File: src/rtl/comparator_pkg.sv
// rtl/comparator_pkg.sv - shared result encoding and slicing constants for the comparator library
package comparator_pkg;

  typedef logic [1:0] cmp_flag_t;

  localparam cmp_flag_t FLAG_EQ = 2'b00;
  localparam cmp_flag_t FLAG_LT = 2'b01;
  localparam cmp_flag_t FLAG_GT = 2'b10;

  localparam int SLICE_W = 4;

  function automatic int num_slices(input int width);
    return (width + SLICE_W - 1) / SLICE_W;
  endfunction

endpackage

File: src/rtl/cmp_slice4.sv
// rtl/cmp_slice4.sv - one 4-bit magnitude slice of the MSB-first compare cascade
module cmp_slice4
  import comparator_pkg::*;
(
  input  logic [SLICE_W-1:0] a,
  input  logic [SLICE_W-1:0] b,
  input  logic               lt_in,
  input  logic               eq_in,
  input  logic               gt_in,
  output logic               lt,
  output logic               eq,
  output logic               gt
);

  // A higher slice that already differs decides the result; only a tie lets this slice look.
  always_comb begin
    lt = lt_in;
    eq = eq_in;
    gt = gt_in;
    if (eq_in) begin
      lt = (a < b);
      eq = (a == b);
      gt = (a > b);
    end
  end

endmodule

File: src/rtl/four_bit_comparator.sv
// rtl/four_bit_comparator.sv - registered unsigned/signed magnitude comparator built from 4-bit slices
module four_bit_comparator
  import comparator_pkg::*;
#(
  parameter int WIDTH  = 4,
  parameter bit SIGNED = 1'b0
) (
  input  logic             clk,
  input  logic             rst_n,
  input  logic             in_valid,
  input  logic [WIDTH-1:0] A,
  input  logic [WIDTH-1:0] B,
  output cmp_flag_t        flag,
  output logic             less,
  output logic             equal,
  output logic             greater,
  output logic             out_valid
);

  localparam int NSLICE = num_slices(WIDTH);
  localparam int PW     = NSLICE * SLICE_W;
  localparam int MSB    = WIDTH - 1;

  logic [PW-1:0] a_pad;
  logic [PW-1:0] b_pad;
  logic [NSLICE:0] lt_c;
  logic [NSLICE:0] eq_c;
  logic [NSLICE:0] gt_c;
  logic lt_nxt;
  logic eq_nxt;
  logic gt_nxt;

  assign a_pad = PW'(A);
  assign b_pad = PW'(B);

  assign lt_c[NSLICE] = 1'b0;
  assign eq_c[NSLICE] = 1'b1;
  assign gt_c[NSLICE] = 1'b0;

  // Index NSLICE is the cascade seed; slice s feeds its verdict down to index s.
  for (genvar s = 0; s < NSLICE; s++) begin : g_slice
    cmp_slice4 u_slice (
      .a     (a_pad[s*SLICE_W +: SLICE_W]),
      .b     (b_pad[s*SLICE_W +: SLICE_W]),
      .lt_in (lt_c[s+1]),
      .eq_in (eq_c[s+1]),
      .gt_in (gt_c[s+1]),
      .lt    (lt_c[s]),
      .eq    (eq_c[s]),
      .gt    (gt_c[s])
    );
  end

  // Differing sign bits settle a two's-complement compare; equal ones leave the unsigned order intact.
  always_comb begin
    lt_nxt = lt_c[0];
    eq_nxt = eq_c[0];
    gt_nxt = gt_c[0];
    if (SIGNED && (A[MSB] != B[MSB])) begin
      lt_nxt = A[MSB];
      eq_nxt = 1'b0;
      gt_nxt = B[MSB];
    end
  end

  always_ff @(posedge clk or negedge rst_n) begin
    if (!rst_n) begin
      flag      <= FLAG_EQ;
      less      <= 1'b0;
      equal     <= 1'b0;
      greater   <= 1'b0;
      out_valid <= 1'b0;
    end else begin
      out_valid <= in_valid;
      if (in_valid) begin
        flag    <= {gt_nxt, lt_nxt};
        less    <= lt_nxt;
        equal   <= eq_nxt;
        greater <= gt_nxt;
      end
    end
  end

endmodule

File: config.mk
export PLATFORM = sky130hd
export DESIGN_NAME = four_bit_comparator
export DESIGN_NICKNAME = d
export VERILOG_FILES = /design/src/rtl/comparator_pkg.sv /design/src/rtl/cmp_slice4.sv /design/src/rtl/four_bit_comparator.sv
export SDC_FILE = /design/constraint.sdc
export NUM_CORES = 1
export LEC_CHECK = 0
export BUFFER_PORTS_ARGS = -buffer_cell sky130_fd_sc_hd__buf_4
export CAP_MARGIN = 20
export CORE_AREA = 2 2 39 41
export CTS_CLUSTER_DIAMETER = 100
export DETAILED_ROUTE_END_ITERATION = 12
export DIE_AREA = 0 0 41 43
export GPL_TIMING_DRIVEN = 0
export PLACE_DENSITY = 0.53
export REMOVE_ABC_BUFFERS = 1
export SKIP_CTS_REPAIR_TIMING = 1
export SYNTH_ARGS = -nofsm -noshare
export SYNTH_HDL_FRONTEND = slang
export SYNTH_SLANG_ARGS = --single-unit
File: constraint.sdc
create_clock -name clk -period 2 [get_ports clk]
set_input_delay 0.1 -clock clk [delete_from_list [all_inputs] [get_ports clk]]
set_output_delay 0.1 -clock clk [all_outputs]
set_load 0.03 [all_outputs]
======== Word level (Yosys, flattened, before mapping) ========
Index checks and enable logic that the tools add are counted.
word-level totals
  flip-flop bits (word level) ............. 6
  latch bits .............................. 0
  memory bits (writable) .................. 0
  memory bits (read-only) ................. 0
  input port bits ......................... 11
  output and inout port bits .............. 6
  word-level logic and storage cells ...... 8
  memories ................................ 0
cells by class
  $add $sub $neg .......................... 0
  multipliers ............................. 0
  div/mod/pow operators ................... 0
  order comparisons ....................... 2
  equal/unequal tests ..................... 1
  shift operators ......................... 0
  mux-type cells .......................... 0
  bitwise operators ....................... 0
  reduce and logical (&&, ||, !) cells .... 0
operators by type and width
  operator    number
  $eq 4x4->1  1
  $gt 4x4->1  1
  $lt 4x4->1  1

======== Longest topological paths before layout ========
Gate-level depths: netlist of the first run.
  depth in word-level cells ............... 1
  depth in mapped cells ................... 5
  gate-level depth less buffers ........... 5

======== Hierarchy ========
A second synthesis of the first run with hierarchy kept.
unflattened totals
  cell total of the unflattened synthesis .. 29
  area, all modules ....................... 284.0 µm²
by module, submodules not included
  module               instances  cells an instance  area each (µm²)
  four_bit_comparator  1          11                 156.4
  cmp_slice4           1          18                 127.6

======== Worst setup path after synthesis of the first run ========
Ideal clock, no wire load.
  path kind ............................... in2reg
  start ................................... in B[3]
  end ..................................... reg flag[0]
  setup time .............................. 0.120 ns
  arrival time ............................ 0.819 ns
  required time ........................... 1.880 ns
  path slack .............................. 1.061 ns
  stages .................................. 5
  cells stage by stage .................... inv_1 ha_1 nand2_2 o21bai_4 a31o_1
on the way
  word-level cells in the longest chain between the ends .. 1
RTL lines
  item                  RTL line                   RTL
  from (decl)           four_bit_comparator.sv:12  input logic [WIDTH-1:0] B,
  $lt 4x4->1            cmp_slice4.sv:21           lt = (a < b);
  to (signal assigned)  four_bit_comparator.sv:76  flag <= {gt_nxt, lt_nxt};
  to (decl)             four_bit_comparator.sv:13  output cmp_flag_t flag,
Every way passes these cells.
A chain may end at the register's enable or synchronous reset.

======== Final worst setup path of the first run ========
  start ................................... reg flag[1]
  end ..................................... out flag[1]
No word-level cell between the ends.

==> results.ini, run 1 <==
[power]
cellPowerDensity_nw_per_um2 = 699
p_leak_uw = 0.000218
finalPower_uw = 293
ir_drop_uv = 330

[logic_synthesis]
ys_seq_area_frac = 0.383
yosys.area.top_type = dfrtp_1
ys_ff_latch = 4
synth_cells = 25
yosys_warnings = 0
synth_cell_types = 13
synth_top_cells_by_area = dfrtp_1 (38%), ha_1 (19%), inv_1 (7.2%)
syn_area_um2 = 262
synth_top_area_share = 0.383
avgSynthCellArea_um2 = 10.5

[clocking]
cts_buffer_depth = 2
path_clk_slew_ns = 0.04
htree_levels = 1
cts_buffers = 3
cts-root-buf = clkbuf_4
cts_tree = done
clock-sinks = 4
clkLatencyLatePin_ns = 0.23

[global_route]
grt_pass1_vias = 181
grt_overflow_total = 0
grt_pass1_wl_um = 690
grt_usage = 0.0634
antenna_found_initial = 0
grt_max_degree = 8

[floorplan]
pin_count = 17
start_util = 0.189
dieArea_um2 = 1760
row_count = 14
coreArea_um2 = 1380
die_w_um = 41
die_y_um = 43

[finish]
layout_commonest_cell = buf_4
most-common-layout-cells = buf_4 (16), inv_1 (5), ha_1 (4), dfrtp_1 (4), clkbuf_4 (3)
num_antenna_cells = 0
nFillCells = 168
drive_gt1_frac = 0.512
utilization = 0.303
fin_area_um2 = 419
area_growth_pct = 60.3
fin_nets = 60

[drt]
drtIter0Drc = 0
drt-total-wl_um = 463
detail-route-antenna-nets = 0
drt-pass1-iter-count = 1
vias = 237
routed_via_density = 4.02
drc = 0
wl_per_cell_um = 7.85

[timing]
drv_slew = 0
slew_headroom = 0.893
hold_viol_final = 0
tightest_slew_ns = 0.160
clock.fmax_mhz = 1120
setup_viol = 0
skew_ns = 0
period_needed_ns = 0.892
rsz0062_at_grt = no
tns_ns = 0
fin_crit_sh = 0.446

[flow_run]
cap_violations = 0

[worst_setup_path]
cp_slowest_cell = dfrtp_1
cp_num_buf_inv = 1
cp_top_family = flip-flops
end_kind = primary output
slowest_delay_ns = 0.39
path_max_fanout = 3
cp-start-kind = register
worstPathArrival_ns = 0.79
crit_required_ns = 1.90
path_cells = buf_4
critPathKind = reg -> out

[placed_design]
postPlaceCellArea_um2 = 387
io_buffers = 16
gp_congestion = 0.699
dp_hpwl_um = 412

[run_status]
status = complete, no violations

[hold_path]
min_path_type = in -> reg

cell usage after synthesis:
cell type	instances
inv_1	5
dfrtp_1	4
ha_1	4
buf_4	2
o22ai_1	2
a21oi_1	1
a31o_1	1
a31oi_1	1
nand2_2	1
nand3_1	1
nor2b_1	1
nor2b_2	1
o21bai_4	1
routing by layer:
layer | track usage | up-vias | wire, um
met5 | 0 | - | 0
met3 | 0.0785 | 0 | 65
li1 | - | 120 | -
met2 | 0.0844 | 11 | 221
met4 | 0 | 0 | 0
met1 | 0.0682 | 106 | 176
sequential cells by signal, indices dropped and copies added (netlist names):
name and cells:
equal 1, out_valid 1, flag 2
report_power, final:
group	internal [uW]	total, uW	switching [uW]
Clock	66.8	95.7	28.9
Sequential	89.5	94.9	5.32
Combinational	48.5	102	53.8
worst paths after layout:
check | cells past startpoint | slack, ns | start | to
worst max-delay path | 1 | 1.11 | flag[1]$_DFFE_PN0P_ | flag[1]
worst min-delay path | 1 | 0.03 | in_valid | out_valid$_DFF_PN0_
worst max register to register | 2 | 1.19 | flag[0]$_DFFE_PN0P_ | flag[0]$_DFFE_PN0P_
worst min register to register | 2 | 0.53 | equal$_DFFE_PN0P_ | equal$_DFFE_PN0P_
max in group asynchronous | 2 | 1.70 | rst_n | flag[0]$_DFFE_PN0P_
min in group asynchronous | 2 | 0.20 | rst_n | out_valid$_DFF_PN0_
kinds of logic (layout without fill, tap and decap cells):
group,after synthesis,in the layout,synth area share
buffers and inverters,7,25,0.129
DFF,4,4,0.383
and+or+nand+nor,4,4,0.100
adders and majority gates,4,4,0.191
AOI/OAI and AO/OA,6,6,0.196
metrics by stage:
stage	hold slack [ns]	instances	setup slack, ns
floorplan	-0.196	23	0.917
global placement	-0.103	55	0.926
detailed placement	-0.102	55	0.919
CTS	-0.349	58	1.09
global route	0.0167	59	1.06
finish	0.0310	59	1.11
final cells by class:
type                    count  area [um^2]  share of cell area
repair buffers             17          130               0.310
multi-input cells          14          128               0.304
flip-flops and latches      4          100               0.239
clock buffers               3         22.5              0.0537
well taps                  16         20.0              0.0478
inverters                   5         18.8              0.0448
No activity file was read; power rests on OpenSTA's default activity.
==> run 2: changes to the inputs <==
Settings changed: PLACE_DENSITY 0.53 to 0.55.
Clock period 2 ns to 0.8 ns, I/O delays scaled along.
==> run 2 against run 1 <==
  * The run now ends with negative setup slack left
  * Cell count rose by 3.4%
  * Clock skew did not move
  * Global-route usage rose by 0.10 points
  * Die area did not move
  * Combinational power rose to 2.9 times the previous value
  * Critical path type unchanged
  * Sequential cell count did not move
  * Sequential power rose to 2.6 times the previous value
==> results.ini, run 2 (synthesis gave the netlist of run 1 again) <==
[run_status]
status = finished with violations
violations = negative setup slack

[drt]
drt-pass1-iter-count = 1
drtIter0Drc = 0
routed_via_density = 3.95
drc = 0
vias = 241
detail-route-antenna-nets = 0
drt-total-wl_um = 498
wl_per_cell_um = 8.16

[clocking]
clkLatencyLatePin_ns = 0.23
cts-root-buf = clkbuf_4
path_clk_slew_ns = 0.03
cts_buffers = 3
clock-sinks = 4
htree_levels = 1
cts_tree = done
cts_buffer_depth = 2

[finish]
fin_area_um2 = 467
fin_cells = 61
nFillCells = 155
reg.largest.list = flag: 2 flops, equal: 1 flops, out_valid: 1 flops
utilization = 0.337
area_growth_pct = 78.5
regArea_um2 = 101
multi_input_area_um2 = 134
largest_reg_flops = 2
num_antenna_cells = 0
drive_gt1_frac = 0.556
regMostFlops = flag
most-common-layout-cells = buf_4 (11), buf_6 (6), inv_1 (5)
fin_nets = 62
layout_commonest_cell = buf_4

[timing]
rsz0062_at_grt = yes
clock.fmax_mhz = 1190
whs_ns = 0.0598
fin_crit_sh = 1.05
drv_slew = 0
setup_viol = 5
setup_slack_ns = -0.0384
period_needed_ns = 0.838
hold_viol_final = 0
slew_headroom = 0.890
skew_ns = 0
tightest_slew_ns = 0.164

[worst_setup_path]
rr_worst_depth = 2
r2r_slack_ns = -0.03
path_max_fanout = 3
slowest_delay_ns = 0.42
end_kind = primary output
critPathKind = reg -> out
worstPathArrival_ns = 0.80
crit_required_ns = 0.76
cp_top_family = flip-flops
cp_num_buf_inv = 1
cp_slowest_cell = dfrtp_2
path_cells = buf_6
cp.depth = 1
cp-start-kind = register

[placed_design]
dp_hpwl_um = 395
io_buffers = 16
dpl.cell_count = 55
gp_congestion = 0.652
dpl_worst_slack_ns = -0.215
postPlaceCellArea_um2 = 387

[power]
cellPowerDensity_nw_per_um2 = 1670
ir_drop_uv = 808
p_leak_uw = 0.000236

[global_route]
antenna_found_initial = 0
grt_pass1_vias = 207
grt_pass1_wl_um = 717
grt_max_degree = 8
grt_overflow_total = 0
grt_usage = 0.0645

[floorplan]
coreArea_um2 = 1380
row_count = 14
die_w_um = 41
pin_count = 17
die_y_um = 43
dieArea_um2 = 1760
start_util = 0.189

[flow_run]
cap_violations = 0

[hold_path]
hold_path_depth = 2
min_path_type = in -> reg

-- run 2: cell types whose count changed in the layout (fill, tap and decap cells not counted) --
cell / change
o22ai_1: -1
dfrtp_1: -1
o22ai_2: +1
dlygate4sd3_1: +1
buf_6: +6
buf_4: -5
dfrtp_2: +1
-- run 2: layout make-up --
class                           count  area share
Multi-Input combinational cell     14       0.287
Tap cell                           16      0.0429
Inverter                            5      0.0402
Clock buffer                        3      0.0483
Timing Repair Buffer               19       0.365
Sequential cell                     4       0.217
-- run 2: report_power, final --
part,internal (uW),total (uW),switching (uW),leakage (uW)
clock network,167,240,73.2,0.0000138
logic,153,292,139,0.000174
registers,225,247,21.1,0.0000479
-- run 2: final timing paths --
kind,from,end
max,flag[1]$_DFFE_PN0P_,greater
min,in_valid,flag[1]$_DFFE_PN0P_
max reg2reg,flag[0]$_DFFE_PN0P_,flag[0]$_DFFE_PN0P_
min reg2reg,equal$_DFFE_PN0P_,equal$_DFFE_PN0P_
max in group asynchronous,rst_n,flag[1]$_DFFE_PN0P_
min in group asynchronous,rst_n,out_valid$_DFF_PN0_
-- run 2: through the flow --
stage | total power (uW) | TNS (ns)
after floorplan | 384 | -0.495
after global placement | 495 | -0.359
after detailed placement | 496 | -0.368
after CTS | 750 | -0.203
after global routing | 835 | -0.305
final | 779 | -0.134
-- run 2: metal layers --
layer  wire [um]  vias up  part of all wire  global-route usage
met5           0        -                 0                   0
met4           0        0                 0                   0
met3          43        0             0.086              0.0785
met2         273        9              0.55               0.100
met1         181      107              0.36              0.0552
li1            -      125                 -                   -
==> run 3: changes to the inputs <==
Settings changed: PLACE_DENSITY 0.55 to 0.53.
Clock period 0.8 ns to 0.9 ns, I/O delays scaled along.
==> run 3 against run 2 <==
  * The flow now finishes without violations
  * First-iteration DRC count did not move
  * Combinational power fell by 21%
  * Register-to-register slack improved by 0.12 ns
  * Critical endpoint is now flag[1]
==> results.ini, run 3 (synthesis gave the netlist of run 1 again) <==
[run_status]
status = complete, no violations

[timing]
tightest_slew_ns = 0.160
hold_viol_final = 0
setup_viol = 0
period_needed_ns = 0.839
fin_crit_sh = 0.932
rsz0062_at_grt = no
drv_slew = 0
clock.fmax_mhz = 1190
slew_headroom = 0.893
whs_ns = 0.0596
skew_ns = 0

[drt]
drt-total-wl_um = 467
vias = 241
detail-route-antenna-nets = 0
drt-pass1-iter-count = 1
drc = 0
wl_per_cell_um = 7.78
routed_via_density = 4.02
drtIter0Drc = 0

[placed_design]
gp_congestion = 0.699
dp_hpwl_um = 412
postPlaceCellArea_um2 = 387
io_buffers = 16

[hold_path]
min_path_type = in -> reg
hold_path_depth = 2
whs_endpoint = flag[1]$_DFFE_PN0P_
hold_start = in_valid

[finish]
layout_commonest_cell = buf_4
nFillCells = 167
fin_area_um2 = 429
utilization = 0.310
reg.largest.list = flag: 2 flops, equal: 1 flops, out_valid: 1 flops
fin_nets = 61
area_growth_pct = 64.1
drive_gt1_frac = 0.500
most-common-layout-cells = buf_4 (16), inv_1 (5), ha_1 (4), dfrtp_1 (4), clkbuf_4 (3)
largest_reg_flops = 2
num_antenna_cells = 0
regMostFlops = flag

[global_route]
grt_overflow_total = 0
grt_pass1_wl_um = 690
antenna_found_initial = 0
met2_usage = 0.0844
grt_pass1_vias = 181
met3_usage = 0.0785
busiest_layer = met2
grt_usage = 0.0634
grt_util_met1 = 0.0682
grt_max_degree = 8

[clocking]
path_clk_slew_ns = 0.03
cts_buffers = 3
cts_buffer_depth = 2
cts_tree = done
cts-root-buf = clkbuf_4
clkLatencyLatePin_ns = 0.23
clock-sinks = 4
htree_levels = 1

[worst_setup_path]
crit_required_ns = 0.85
critPathKind = reg -> out
cp-start-kind = register
r2r_end = flag[0]$_DFFE_PN0P_
r2r_slack_ns = 0.09
cp_top_family = flip-flops
cp_num_buf_inv = 1
worstPathArrival_ns = 0.79
slowest_delay_ns = 0.39
timing.rr.start = flag[0]$_DFFE_PN0P_
path_cells = buf_4
path_max_fanout = 3
cp_slowest_cell = dfrtp_1
end_kind = primary output
rr_worst_depth = 2

[floorplan]
die_y_um = 43
pin_count = 17
coreArea_um2 = 1380
row_count = 14
start_util = 0.189
die_w_um = 41
dieArea_um2 = 1760

[power]
ir_drop_uv = 717
cellPowerDensity_nw_per_um2 = 1530
p_leak_uw = 0.000223

[flow_run]
cap_violations = 0

==> run 3: cell types whose count changed in the layout (fill, tap and decap cells not counted), sizes merged <==
| cell | change |
|---|---|
| buf | -1 |
==> run 3: worst reg2reg max path: cells and delay by family, from the launching register on <==
family	cells	cell delay, ns
compound gates	1	0.18
flops	1	0.38
simple gates	1	0.14
==> run 3: cell type report <==
class                           instances  area [um^2]  area share
Timing Repair Buffer                   18          140       0.327
Multi-Input combinational cell         14          128       0.297
Sequential cell                         4          100       0.233
Clock buffer                            3         22.5      0.0525
Tap cell                               16         20.0      0.0466
Inverter                                5         18.8      0.0437
==> run 3: per-stage QoR <==
step | TNS (ns) | setup WS (ns) | power (uW) | std cells
finish | 0 | 0.0614 | 655 | 60
global route | 0 | 0.0154 | 708 | 60
CTS | 0 | 0.0411 | 666 | 58
detailed placement | -0.180 | -0.126 | 442 | 55
global placement | -0.167 | -0.119 | 440 | 55
floorplan | -0.295 | -0.183 | 341 | 23
==> run 3: how the worst max path moves through the flow <==
stage               slack, ns             endpoint           startpoint  cells past startpoint
floorplan               -0.18  flag[0]$_DFFE_PN0P_  flag[0]$_DFFE_PN0P_                      2
global placement        -0.12  flag[0]$_DFFE_PN0P_                 A[3]                      5
detailed placement      -0.13  flag[0]$_DFFE_PN0P_                 A[3]                      5
CTS                      0.04              flag[1]  flag[1]$_DFFE_PN0P_                      1
global route             0.02              greater  flag[1]$_DFFE_PN0P_                      1
finish                   0.06              flag[1]  flag[1]$_DFFE_PN0P_                      1
==> run 3: report_power, final <==
group	internal [uW]	switching (uW)	total, uW
Combinational	111	120	231
Sequential	199	12.0	211
Clock	149	64.3	213
Total	458	196	655
==> run 3: metal layers <==
| metal | vias up | wire length (um) |
|---|---|---|
| li1 | 122 | - |
| met1 | 108 | 176 |
| met2 | 11 | 226 |
| met3 | 0 | 65 |
| met4 | 0 | 0 |
| met5 | - | 0 |
